[src/rtl/csc_pkg.sv]
// Shared constants for the colour-space converter: BT.601 defaults,
// the configuration address map and the rounding helper.
package csc_pkg;

    localparam int NUM_COEF = 9;
    localparam int NUM_OFF  = 3;

    // Configuration address map: row-major coefficients, then per-row offsets.
    typedef enum logic [3:0] {
        COEF0 = 4'd0,
        COEF1 = 4'd1,
        COEF2 = 4'd2,
        COEF3 = 4'd3,
        COEF4 = 4'd4,
        COEF5 = 4'd5,
        COEF6 = 4'd6,
        COEF7 = 4'd7,
        COEF8 = 4'd8,
        OFF0  = 4'd9,
        OFF1  = 4'd10,
        OFF2  = 4'd11
    } cfg_addr_e;

    // BT.601 RGB->YCbCr in Q1.17, offsets in integer output units.
    localparam int DEF_COEF [NUM_COEF] = '{
         39164,  76926,  14982,
        -22138, -43398,  65536,
         65536, -54906, -10630
    };
    localparam int DEF_OFF [NUM_OFF] = '{0, 128, 128};

    // Half an LSB of the integer result, added before truncation (round half up).
    function automatic int round_const(input int frac);
        return (frac > 0) ? (1 << (frac - 1)) : 0;
    endfunction

endpackage

[src/rtl/csc_row_mac.sv]
// One output row of the matrix: multiply, sum/round, offset/clamp (S2..S4).
module csc_row_mac
    import csc_pkg::*;
#(
    parameter int DATA_W    = 8,
    parameter int OUT_W     = 8,
    parameter int COEF_W    = 18,
    parameter int COEF_FRAC = 17,
    parameter int OFF_W     = 10
) (
    input  logic                   clk,
    input  logic                   reset,
    input  logic [2:0][DATA_W:0]   x_i,
    input  logic [2:0][COEF_W-1:0] coef_i,
    input  logic [OFF_W-1:0]       off_i,
    output logic [OUT_W-1:0]       y_o
);

    localparam int PROD_W = DATA_W + 1 + COEF_W;
    localparam int SUM_W  = PROD_W + 2;
    localparam int RES_W  = SUM_W - COEF_FRAC;
    localparam int ACC_W  = ((RES_W > OFF_W) ? RES_W : OFF_W) + 1;
    localparam logic signed [SUM_W-1:0] RND   = SUM_W'(round_const(COEF_FRAC));
    localparam logic signed [ACC_W-1:0] MAX_V = ACC_W'((1 << OUT_W) - 1);

    logic signed [PROD_W-1:0] prod_q [3];
    logic signed [OFF_W-1:0]  off2_q, off3_q;
    logic signed [SUM_W-1:0]  sum_d;
    logic signed [RES_W-1:0]  res_q;
    logic signed [ACC_W-1:0]  acc_d;
    logic [OUT_W-1:0]         y_d, y_q;

    // S2: three signed products; the offset rides along with the pixel
    always_ff @(posedge clk) begin
        for (int k = 0; k < 3; k++)
            prod_q[k] <= PROD_W'($signed(x_i[k])) * PROD_W'($signed(coef_i[k]));
        off2_q <= $signed(off_i);
    end

    // S3 combinational: sum with guard bits plus the half-LSB rounding term
    always_comb begin
        sum_d = SUM_W'(prod_q[0]) + SUM_W'(prod_q[1]) + SUM_W'(prod_q[2]) + RND;
    end

    // S3: drop the fraction with an arithmetic shift (floor after +0.5)
    always_ff @(posedge clk) begin
        res_q  <= RES_W'(sum_d >>> COEF_FRAC);
        off3_q <= off2_q;
    end

    // S4 combinational: add offset and clamp to the unsigned output range
    always_comb begin
        acc_d = ACC_W'(res_q) + ACC_W'(off3_q);
        y_d   = acc_d[OUT_W-1:0];
        if (acc_d[ACC_W-1])
            y_d = '0;
        else if (acc_d > MAX_V)
            y_d = '1;
    end

    // S4: output register, cleared on reset so oData reads zero
    always_ff @(posedge clk or negedge reset) begin
        if (!reset) y_q <= '0;
        else        y_q <= y_d;
    end

    assign y_o = y_q;

endmodule

[src/rtl/csc_matrix_pipe.sv]
// Pipelined 3x3 colour-space converter with shadow/active coefficient
// banks that swap only on a frame boundary, plus frame-done tracking.
module csc_matrix_pipe
    import csc_pkg::*;
#(
    parameter int DATA_W       = 8,
    parameter int OUT_W        = 8,
    parameter int COEF_W       = 18,
    parameter int COEF_FRAC    = 17,
    parameter int OFF_W        = 10,
    parameter int FRAME_PIXELS = 307200
) (
    input  logic                  clk,
    input  logic                  reset,
    input  logic                  iValid,
    input  logic [3*DATA_W-1:0]   iData,
    input  logic                  iCfgWe,
    input  logic [3:0]            iCfgAddr,
    input  logic [COEF_W-1:0]     iCfgData,
    input  logic                  iCfgCommit,
    output logic [3*OUT_W-1:0]    oData,
    output logic                  oValid,
    output logic                  oDone,
    output logic                  oCfgPending
);

    localparam int CNT_W = (FRAME_PIXELS > 1) ? $clog2(FRAME_PIXELS) : 1;
    localparam logic [CNT_W-1:0] CNT_LAST = CNT_W'(FRAME_PIXELS - 1);

    logic [NUM_COEF-1:0][COEF_W-1:0] act_coef_q, sh_coef_q, coef_s1_q;
    logic [NUM_OFF-1:0][OFF_W-1:0]   act_off_q, sh_off_q, off_s1_q;
    logic [2:0][DATA_W:0]            x_s1_q;
    logic [3:0]                      vld_q;
    logic [CNT_W-1:0]                in_cnt_q, in_cnt_d, out_cnt_q, out_cnt_d;
    logic                            pend_q, pend_d, swap;
    logic [2:0][OUT_W-1:0]           y;

    // Swap when a commit is outstanding and we sit on a frame boundary:
    // either the last pixel is being accepted or the pipe is idle at count 0.
    assign swap = (pend_q | iCfgCommit) &
                  ((iValid & (in_cnt_q == CNT_LAST)) | (~iValid & (in_cnt_q == '0)));

    // Next-state for commit flag and the two pixel counters
    always_comb begin
        pend_d    = pend_q;
        in_cnt_d  = in_cnt_q;
        out_cnt_d = out_cnt_q;
        if (swap)            pend_d = 1'b0;
        else if (iCfgCommit) pend_d = 1'b1;
        if (iValid)
            in_cnt_d = (in_cnt_q == CNT_LAST) ? '0 : in_cnt_q + CNT_W'(1);
        if (oValid)
            out_cnt_d = (out_cnt_q == CNT_LAST) ? '0 : out_cnt_q + CNT_W'(1);
    end

    // Control state: commit flag, counters and the valid shift register
    always_ff @(posedge clk or negedge reset) begin
        if (!reset) begin
            pend_q    <= 1'b0;
            in_cnt_q  <= '0;
            out_cnt_q <= '0;
            vld_q     <= '0;
        end else begin
            pend_q    <= pend_d;
            in_cnt_q  <= in_cnt_d;
            out_cnt_q <= out_cnt_d;
            vld_q     <= {vld_q[2:0], iValid};
        end
    end

    // Banks: writes land in shadow only; active is refreshed from the old
    // shadow contents on a swap edge, so a same-edge write waits for the next.
    always_ff @(posedge clk or negedge reset) begin
        if (!reset) begin
            for (int i = 0; i < NUM_COEF; i++) begin
                act_coef_q[i] <= COEF_W'(DEF_COEF[i]);
                sh_coef_q[i]  <= COEF_W'(DEF_COEF[i]);
            end
            for (int i = 0; i < NUM_OFF; i++) begin
                act_off_q[i] <= OFF_W'(DEF_OFF[i]);
                sh_off_q[i]  <= OFF_W'(DEF_OFF[i]);
            end
        end else begin
            if (swap) begin
                act_coef_q <= sh_coef_q;
                act_off_q  <= sh_off_q;
            end
            if (iCfgWe) begin
                for (int i = 0; i < NUM_COEF; i++)
                    if (iCfgAddr == 4'(int'(COEF0) + i)) sh_coef_q[i] <= iCfgData;
                for (int i = 0; i < NUM_OFF; i++)
                    if (iCfgAddr == 4'(int'(OFF0) + i)) sh_off_q[i] <= iCfgData[OFF_W-1:0];
            end
        end
    end

    // S1: zero-extended pixel plus a snapshot of the bank it must use
    always_ff @(posedge clk) begin
        for (int c = 0; c < 3; c++)
            x_s1_q[c] <= {1'b0, iData[(3-c)*DATA_W-1 -: DATA_W]};
        coef_s1_q <= act_coef_q;
        off_s1_q  <= act_off_q;
    end

    for (genvar r = 0; r < 3; r++) begin : g_row
        csc_row_mac #(
            .DATA_W    (DATA_W),
            .OUT_W     (OUT_W),
            .COEF_W    (COEF_W),
            .COEF_FRAC (COEF_FRAC),
            .OFF_W     (OFF_W)
        ) u_row (
            .clk    (clk),
            .reset  (reset),
            .x_i    (x_s1_q),
            .coef_i (coef_s1_q[3*r +: 3]),
            .off_i  (off_s1_q[r]),
            .y_o    (y[r])
        );
    end

    assign oData       = {y[0], y[1], y[2]};
    assign oValid      = vld_q[3];
    assign oDone       = vld_q[3] & (out_cnt_q == CNT_LAST);
    assign oCfgPending = pend_q;

endmodule

[config.mk]
export PLATFORM = sky130hd
export DESIGN_NAME = csc_matrix_pipe
export DESIGN_NICKNAME = d
export VERILOG_FILES = /design/src/rtl/csc_pkg.sv /design/src/rtl/csc_row_mac.sv /design/src/rtl/csc_matrix_pipe.sv
export SDC_FILE = /design/constraint.sdc
export NUM_CORES = 2
export LEC_CHECK = 0
export CELL_PAD_IN_SITES_DETAIL_PLACEMENT = 0
export CELL_PAD_IN_SITES_GLOBAL_PLACEMENT = 2
export CORE_MARGIN = 8
export CORE_UTILIZATION = 44
export CTS_CLUSTER_SIZE = 30
export DETAILED_ROUTE_END_ITERATION = 7
export PLACE_DENSITY = 0.86
export SLEW_MARGIN = 20
export SYNTH_ARGS = -nofsm -noshare
export SYNTH_HDL_FRONTEND = slang
export SYNTH_SLANG_ARGS = --single-unit
[constraint.sdc]
create_clock -name clk -period 7.6 [get_ports clk]
set_input_delay 0.76 -clock clk [delete_from_list [all_inputs] [get_ports clk]]
set_output_delay 0.76 -clock clk [all_outputs]
set_load 0.005 [all_outputs]
* After elaboration in Yosys (flattened, before gate mapping)
Memory sizes are Yosys's and may differ from the RTL's. Index checks and enable logic that the tools add are counted.
Operators by class: bitwise operators 7, multiplexer cells 10, reduce and logical (&&, ||, !) cells 15, $mul 9, equality and inequality tests 13, shift operators 0, $add $sub $neg 14, div/mod/pow operators 0, $lt $le $gt $ge 3
Operators by type and width (count):
- 9-bit by 18-bit multiplier with 27-bit output | 9
- 28-bit by 27-bit adder with 29-bit output | 3
- 29-bit by 18-bit adder with 29-bit output, second input constant | 3
- 27-bit by 27-bit adder with 28-bit output | 3
- 8-bit two-way mux | 6
- 12-bit by 10-bit adder with 13-bit output | 3
- 13-bit by 9-bit > comparator with 1-bit output, second input constant | 3
- 19-bit by 1-bit adder with 19-bit output, second input constant | 2
- 19-bit equality test, second input constant | 2
- 19-bit two-way mux | 2
- 2-bit AND reduction | 12
- 19-bit zero test | 1
- 4-bit by 3-bit equality test with 1-bit output, second input constant | 4
- 4-bit equality test, second input constant | 4
- 4-bit by 2-bit equality test with 1-bit output, second input constant | 2
- 1-bit bitwise AND | 4
- 4-bit by 1-bit equality test with 1-bit output, second input constant | 1
- 4-bit zero test | 1
- 1-bit two-way mux | 2
- 1-bit OR | 2
- 2-bit nonzero test | 1
- 1-bit inverter | 1
Word-level totals: latch bits 0, bits in writable memories 243, logic and storage cells 129, bits in registers 763, input bits 51, memory bits (read-only) 0, memories kept 3
Memories:
- g_row[0].u_row.prod_q | depth 3, bits a word 27, rd ports 3, clocked after Yosys merged registers in 0, wr ports 3, line csc_row_mac.sv:26 | logic signed [PROD_W-1:0] prod_q [3];
- g_row[1].u_row.prod_q | depth 3, bits a word 27, rd ports 3, clocked after Yosys merged registers in 0, wr ports 3, line csc_row_mac.sv:26
- g_row[2].u_row.prod_q | depth 3, bits a word 27, rd ports 3, clocked after Yosys merged registers in 0, wr ports 3, line csc_row_mac.sv:26

* Longest topological paths before layout
depth in word-level cells 5, gate-level depth with buffers 21, mapped depth without buffers 19

* By module
A second synthesis with hierarchy kept.
Unflattened totals: cell total of the unflattened synthesis 7567, area, all modules 83306.1 um2
By module, submodules not included:
- csc_matrix_pipe | times used 1, cells each 1246, area each 21032.7 um2
- csc_row_mac (g_row[1].u_row) | times used 1, cells each 2134, area each 20893.8 um2
- csc_row_mac (g_row[0].u_row) | times used 1, cells each 2108, area each 20779.9 um2
- csc_row_mac (g_row[2].u_row) | times used 1, cells each 2079, area each 20599.8 um2

* Worst setup path after synthesis
OpenSTA, ideal clock, no wires.
path type reg-to-reg, from register x_s1_q[9] (netlist name), to memory g_row[0].u_row.prod_q[0][53] (netlist name), data required time 7473 ps, arrival 5196 ps, clock period less this slack 5323 ps, stages on the path, launching flop included 21, setup slack 2277 ps, path buffers 2, path through dfxtp_1 > clkbuf_1 > clkbuf_1 > nand2_1 > fa_1 > inv_1 > fa_1 > fa_1 > inv_1 > fa_1 > inv_1 > ha_1 > a21o_1 > a21o_1 > a21oi_1 > o21ai_1 > a2111oi_2 > nor3_1 > a2111oi_4 > nor4b_1 > or3_1
RTL lines:
- from (decl) | line csc_matrix_pipe.sv:32 | logic [2:0][DATA_W:0] x_s1_q;
- from (signal, indexed assignment) | line csc_matrix_pipe.sv:100 | x_s1_q[c] <= {1'b0, iData[(3-c)*DATA_W-1 -: DATA_W]};
- to (decl) | line csc_row_mac.sv:26

==> out/qor.tcl <==
set qor(die_area_um2) 198000
set qor(rsz0062_at_grt) {false}
set qor(port_buffers) 77
set qor(synth-edff-count) 0
set qor(cts.sinks) 1006
set qor(tritoncts_buffers) 111
set qor(report.final.hold_viol_count) 0
set qor(most-common-layout-cells) {sky130_fd_sc_hd__inv_1, sky130_fd_sc_hd__fa_1, sky130_fd_sc_hd__and2_1}
set qor(crit_path_top_delay_cell) {sky130_fd_sc_hd__dfxtp_2}
set qor(pre_cts_ws_ns) 1.55
set qor(finalCriticalPeriod_ns) 6.10
set qor(first_pass_grt_wire_length_um) 316000
set qor(arrival_ns) 6.71
set qor(die-width_um) 445
set qor(postRouteAntennaNets) 0
set qor(path_clk_slew_ns) 0.06
set qor(worst_slew_pin_slew_ns) 1.13
set qor(cp_cell_sequence) {buf_4, nand2_1, fa_1, fa_1, inv_1, fa_1, fa_1, ha_1, a2111oi_0, a21boi_0, nor2b_1, o21ai_1, o21ai_1, nor2b_1, nor3_1, o31a_1, xnor2_1}
set qor(fillCellCount) 16900
set qor(overflow) 0
set qor(timing.fmax_ghz) 0.164
set qor(dp.final_hpwl_um) 152000
set qor(post_cts_resized) 0
set qor(asyncSetResetFlopFracSynth_pct) 44.8
set qor(cts_setup_buffers) 0
set qor(setup_total_negative_slack_ns) 0
set qor(die_height_um) 445
set qor(cts_root_buf) {sky130_fd_sc_hd__clkbuf_16}
set qor(cp_common_cell) {sky130_fd_sc_hd__fa_1}
set qor(setup_slack_ns) 1.50
set qor(grt_antenna_before_repair) 16
set qor(cap_viol_max_count) 0
set qor(area_delta_synth_final_pct) 9.07
set qor(final_layout_size_suffix_gt1_share_pct) 10.8
set qor(min_period_over_period_pct) 80.3
set qor(globalplace.congestion) 0.840
set qor(total_number_of_nets_in_the_final_design) 9564
set qor(slew_headroom_pct) 24.4
set qor(globalRouteTotalUtil_pct) 20.1
set qor(clock_latency_late_sink_ns) 0.76
set qor(yosysUniqueCellTypes) 82
set qor(detailroute.via_count) 50900
set qor(run_status) {finished, final reports clean}
set qor(ctsLongestPathBuffers) 3
set qor(layout_commonest_cell) {sky130_fd_sc_hd__inv_1}
set qor(post_syn_instances) 7677
set qor(seq_area_frac_synth_pct) 27.8
set qor(ys_seq_elements) 1006
set qor(path_max_fanout) 38
set qor(synth.avg_cell_area_um2) 10.6
set qor(dominantRegCellSynth) {sky130_fd_sc_hd__dfxtp_1}
set qor(grt_max_degree) 132
set qor(detail_route.drc_violations) 0
set qor(floorplan.initialDensity_pct) 44.3
set qor(cts-hold-fix-buffers) 1
set qor(avgViaCountPerCell) 4.94
set qor(core_um2) 183000
set qor(rows) 157
set qor(synth.cell_area_um2) 81100
set qor(worstSetupStartpointType) {flop}
set qor(yosysWarningCount) 0
set qor(maxSlewViolCount) 0
set qor(starting_drc_count_in_detailed_routing) 2367
set qor(worst-endpoint-required_ns) 8.22
set qor(tritoncts_clock_tree) {built}
set qor(hold_path.class) {reg2reg}
set qor(firstDrtPassIters) 5
set qor(vias_in_the_first_global_route) 55500
set qor(h_tree_level_count) 3
set qor(critPathMaxStageDelay_ns) 0.98
set qor(skew_ns) 0.0315
set qor(io-pin-count) 78
set qor(routed_wire_length_um) 196000
set qor(detail_route.wl_per_cell_um) 19.0
set qor(end_kind) {flop}
set qor(worst_setup_path_type) {reg2reg}
set qor(synth.net_count) 9516
set qor(report.final.setup_viol) 0
-- logic make-up after synthesis --
| family | synth area share (%) |
|---|---|
| adder cells (fa/ha/maj) | 37.8 |
| multiplexers | 6.25 |
| AO/OA/AOI/OAI | 4.97 |
| XOR/XNOR | 3.13 |
| buffers and inverters | 8.17 |
| AND/OR/NAND/NOR | 11.8 |
| flip-flops | 27.8 |
-- final timing paths --
kind | slack [ns] | cells past startpoint | from | endpoint
worst max-delay path | 1.50 | 17 | x_s1_q[12]$_DFF_P_ | g_row[1].u_row.prod_q[0][53]$_DFF_P_
worst min-delay path | 0.32 | 0 | off_s1_q[11]$_DFF_P_ | g_row[1].u_row.off2_q[1]$_DFF_P_
worst max register to register | 1.50 | 17 | x_s1_q[12]$_DFF_P_ | g_row[1].u_row.prod_q[0][53]$_DFF_P_
worst min register to register | 0.32 | 0 | off_s1_q[11]$_DFF_P_ | g_row[1].u_row.off2_q[1]$_DFF_P_
max in group asynchronous | 5.29 | 4 | reset | sh_coef_q[12]$_DFFE_PN1P_
min in group asynchronous | 0.56 | 2 | reset | out_cnt_q[6]$_DFFE_PN0P_
-- registers in the layout, indices dropped and copies added (netlist names) --
signal,cells
g_row.u_row.prod_q,243
act_coef_q,162
coef_s1_q,162
sh_coef_q,162
g_row.u_row.res_q,36
act_off_q,30
g_row.u_row.off2_q,30
g_row.u_row.off3_q,30
off_s1_q,30
sh_off_q,30
g_row.u_row.y_o,24
x_s1_q,24
in_cnt_q,19
out_cnt_q,19
vld_q,4
oCfgPending,1
-- routing by layer --
layer / up-vias / global-route usage [%] / share of wire, %
met1: 26000 / 26.4 / 44
met4: 0 / 6.02 / 3.3
met3: 260 / 2.80 / 3.8
li1: 23900 / - / -
met5: - / 0 / 0
met2: 743 / 34.7 / 49
-- synthesized netlist by cell type (all sizes together), types with 6 or more instances --
| cell type | count | area, um^2 |
|---|---|---|
| dfstp | 140 | 3680 |
| o21bai | 29 | 218 |
| inv | 1497 | 5620 |
| nand3 | 57 | 285 |
| o41ai | 6 | 60.1 |
| or3 | 19 | 119 |
| ha | 681 | 8520 |
| and4 | 8 | 70.1 |
| nor2 | 167 | 627 |
| or2 | 8 | 50.1 |
| mux2 | 385 | 5010 |
| and3 | 36 | 230 |
| dfrtp | 311 | 7780 |
| buf | 22 | 355 |
| nand2 | 702 | 2640 |
| a22oi | 11 | 82.6 |
| mux2i | 6 | 60.1 |
| nand2b | 28 | 175 |
| xor2 | 79 | 692 |
| dfxtp | 555 | 11100 |
| clkbuf | 174 | 653 |
| xnor2 | 211 | 1850 |
| a21boi | 6 | 45.0 |
| a21o | 74 | 556 |
| a211oi | 39 | 298 |
| o211ai | 13 | 97.6 |
| o31ai | 8 | 60.1 |
| o21a | 44 | 330 |
| fa | 1107 | 22200 |
| a31oi | 14 | 87.6 |
| a2bb2oi | 8 | 70.1 |
| nand4 | 33 | 206 |
| nor3 | 68 | 340 |
| a31o | 8 | 70.1 |
| a2111oi | 7 | 86.3 |
| nor4 | 7 | 43.8 |
| nand3b | 10 | 75.1 |
| and2 | 714 | 4470 |
| a21oi | 187 | 940 |
| o21ai | 113 | 573 |
| nor2b | 25 | 156 |
-- worst max-delay path: cells and delay by family, from the launching register on --
family / cells / cell delay, ns
AND/OR/NAND/NOR: 4 / 0.48
flip-flops: 1 / 0.98
adder cells (fa/ha/maj): 5 / 2.35
buffers and inverters: 2 / 0.43
XOR/XNOR: 1 / 0.13
AO/OA/AOI/OAI: 5 / 1.58
-- metrics by stage --
| stage | util, % | hold WS (ns) | std cells | cell area, um^2 |
|---|---|---|---|---|
| final | 48.3 | 0.317 | 10300 | 88500 |
| after CTS | 48.3 | 0.306 | 10300 | 88400 |
| after global routing | 48.3 | 0.314 | 10300 | 88400 |
| after detailed placement | 46.1 | 0.312 | 10100 | 84400 |
| after floorplan | - | 0.310 | 7677 | 81100 |
| after global placement | 46.1 | 0.310 | 10100 | 84400 |
-- layout make-up --
cell class	instances	area, um^2	share of cell area (%)
repair buffers	131	1180	1.34
multi-input cells	4978	51900	58.7
inverters	1497	5620	6.35
well taps	2464	3080	3.48
diodes	12	30.0	0.0339
flip-flops and latches	1006	22600	25.5
clock inverters	66	916	1.04
clock buffers	146	3110	3.52
Power is not shown: default switching activity piles up to over one toggle a cycle in this logic, so the estimate is an artifact.
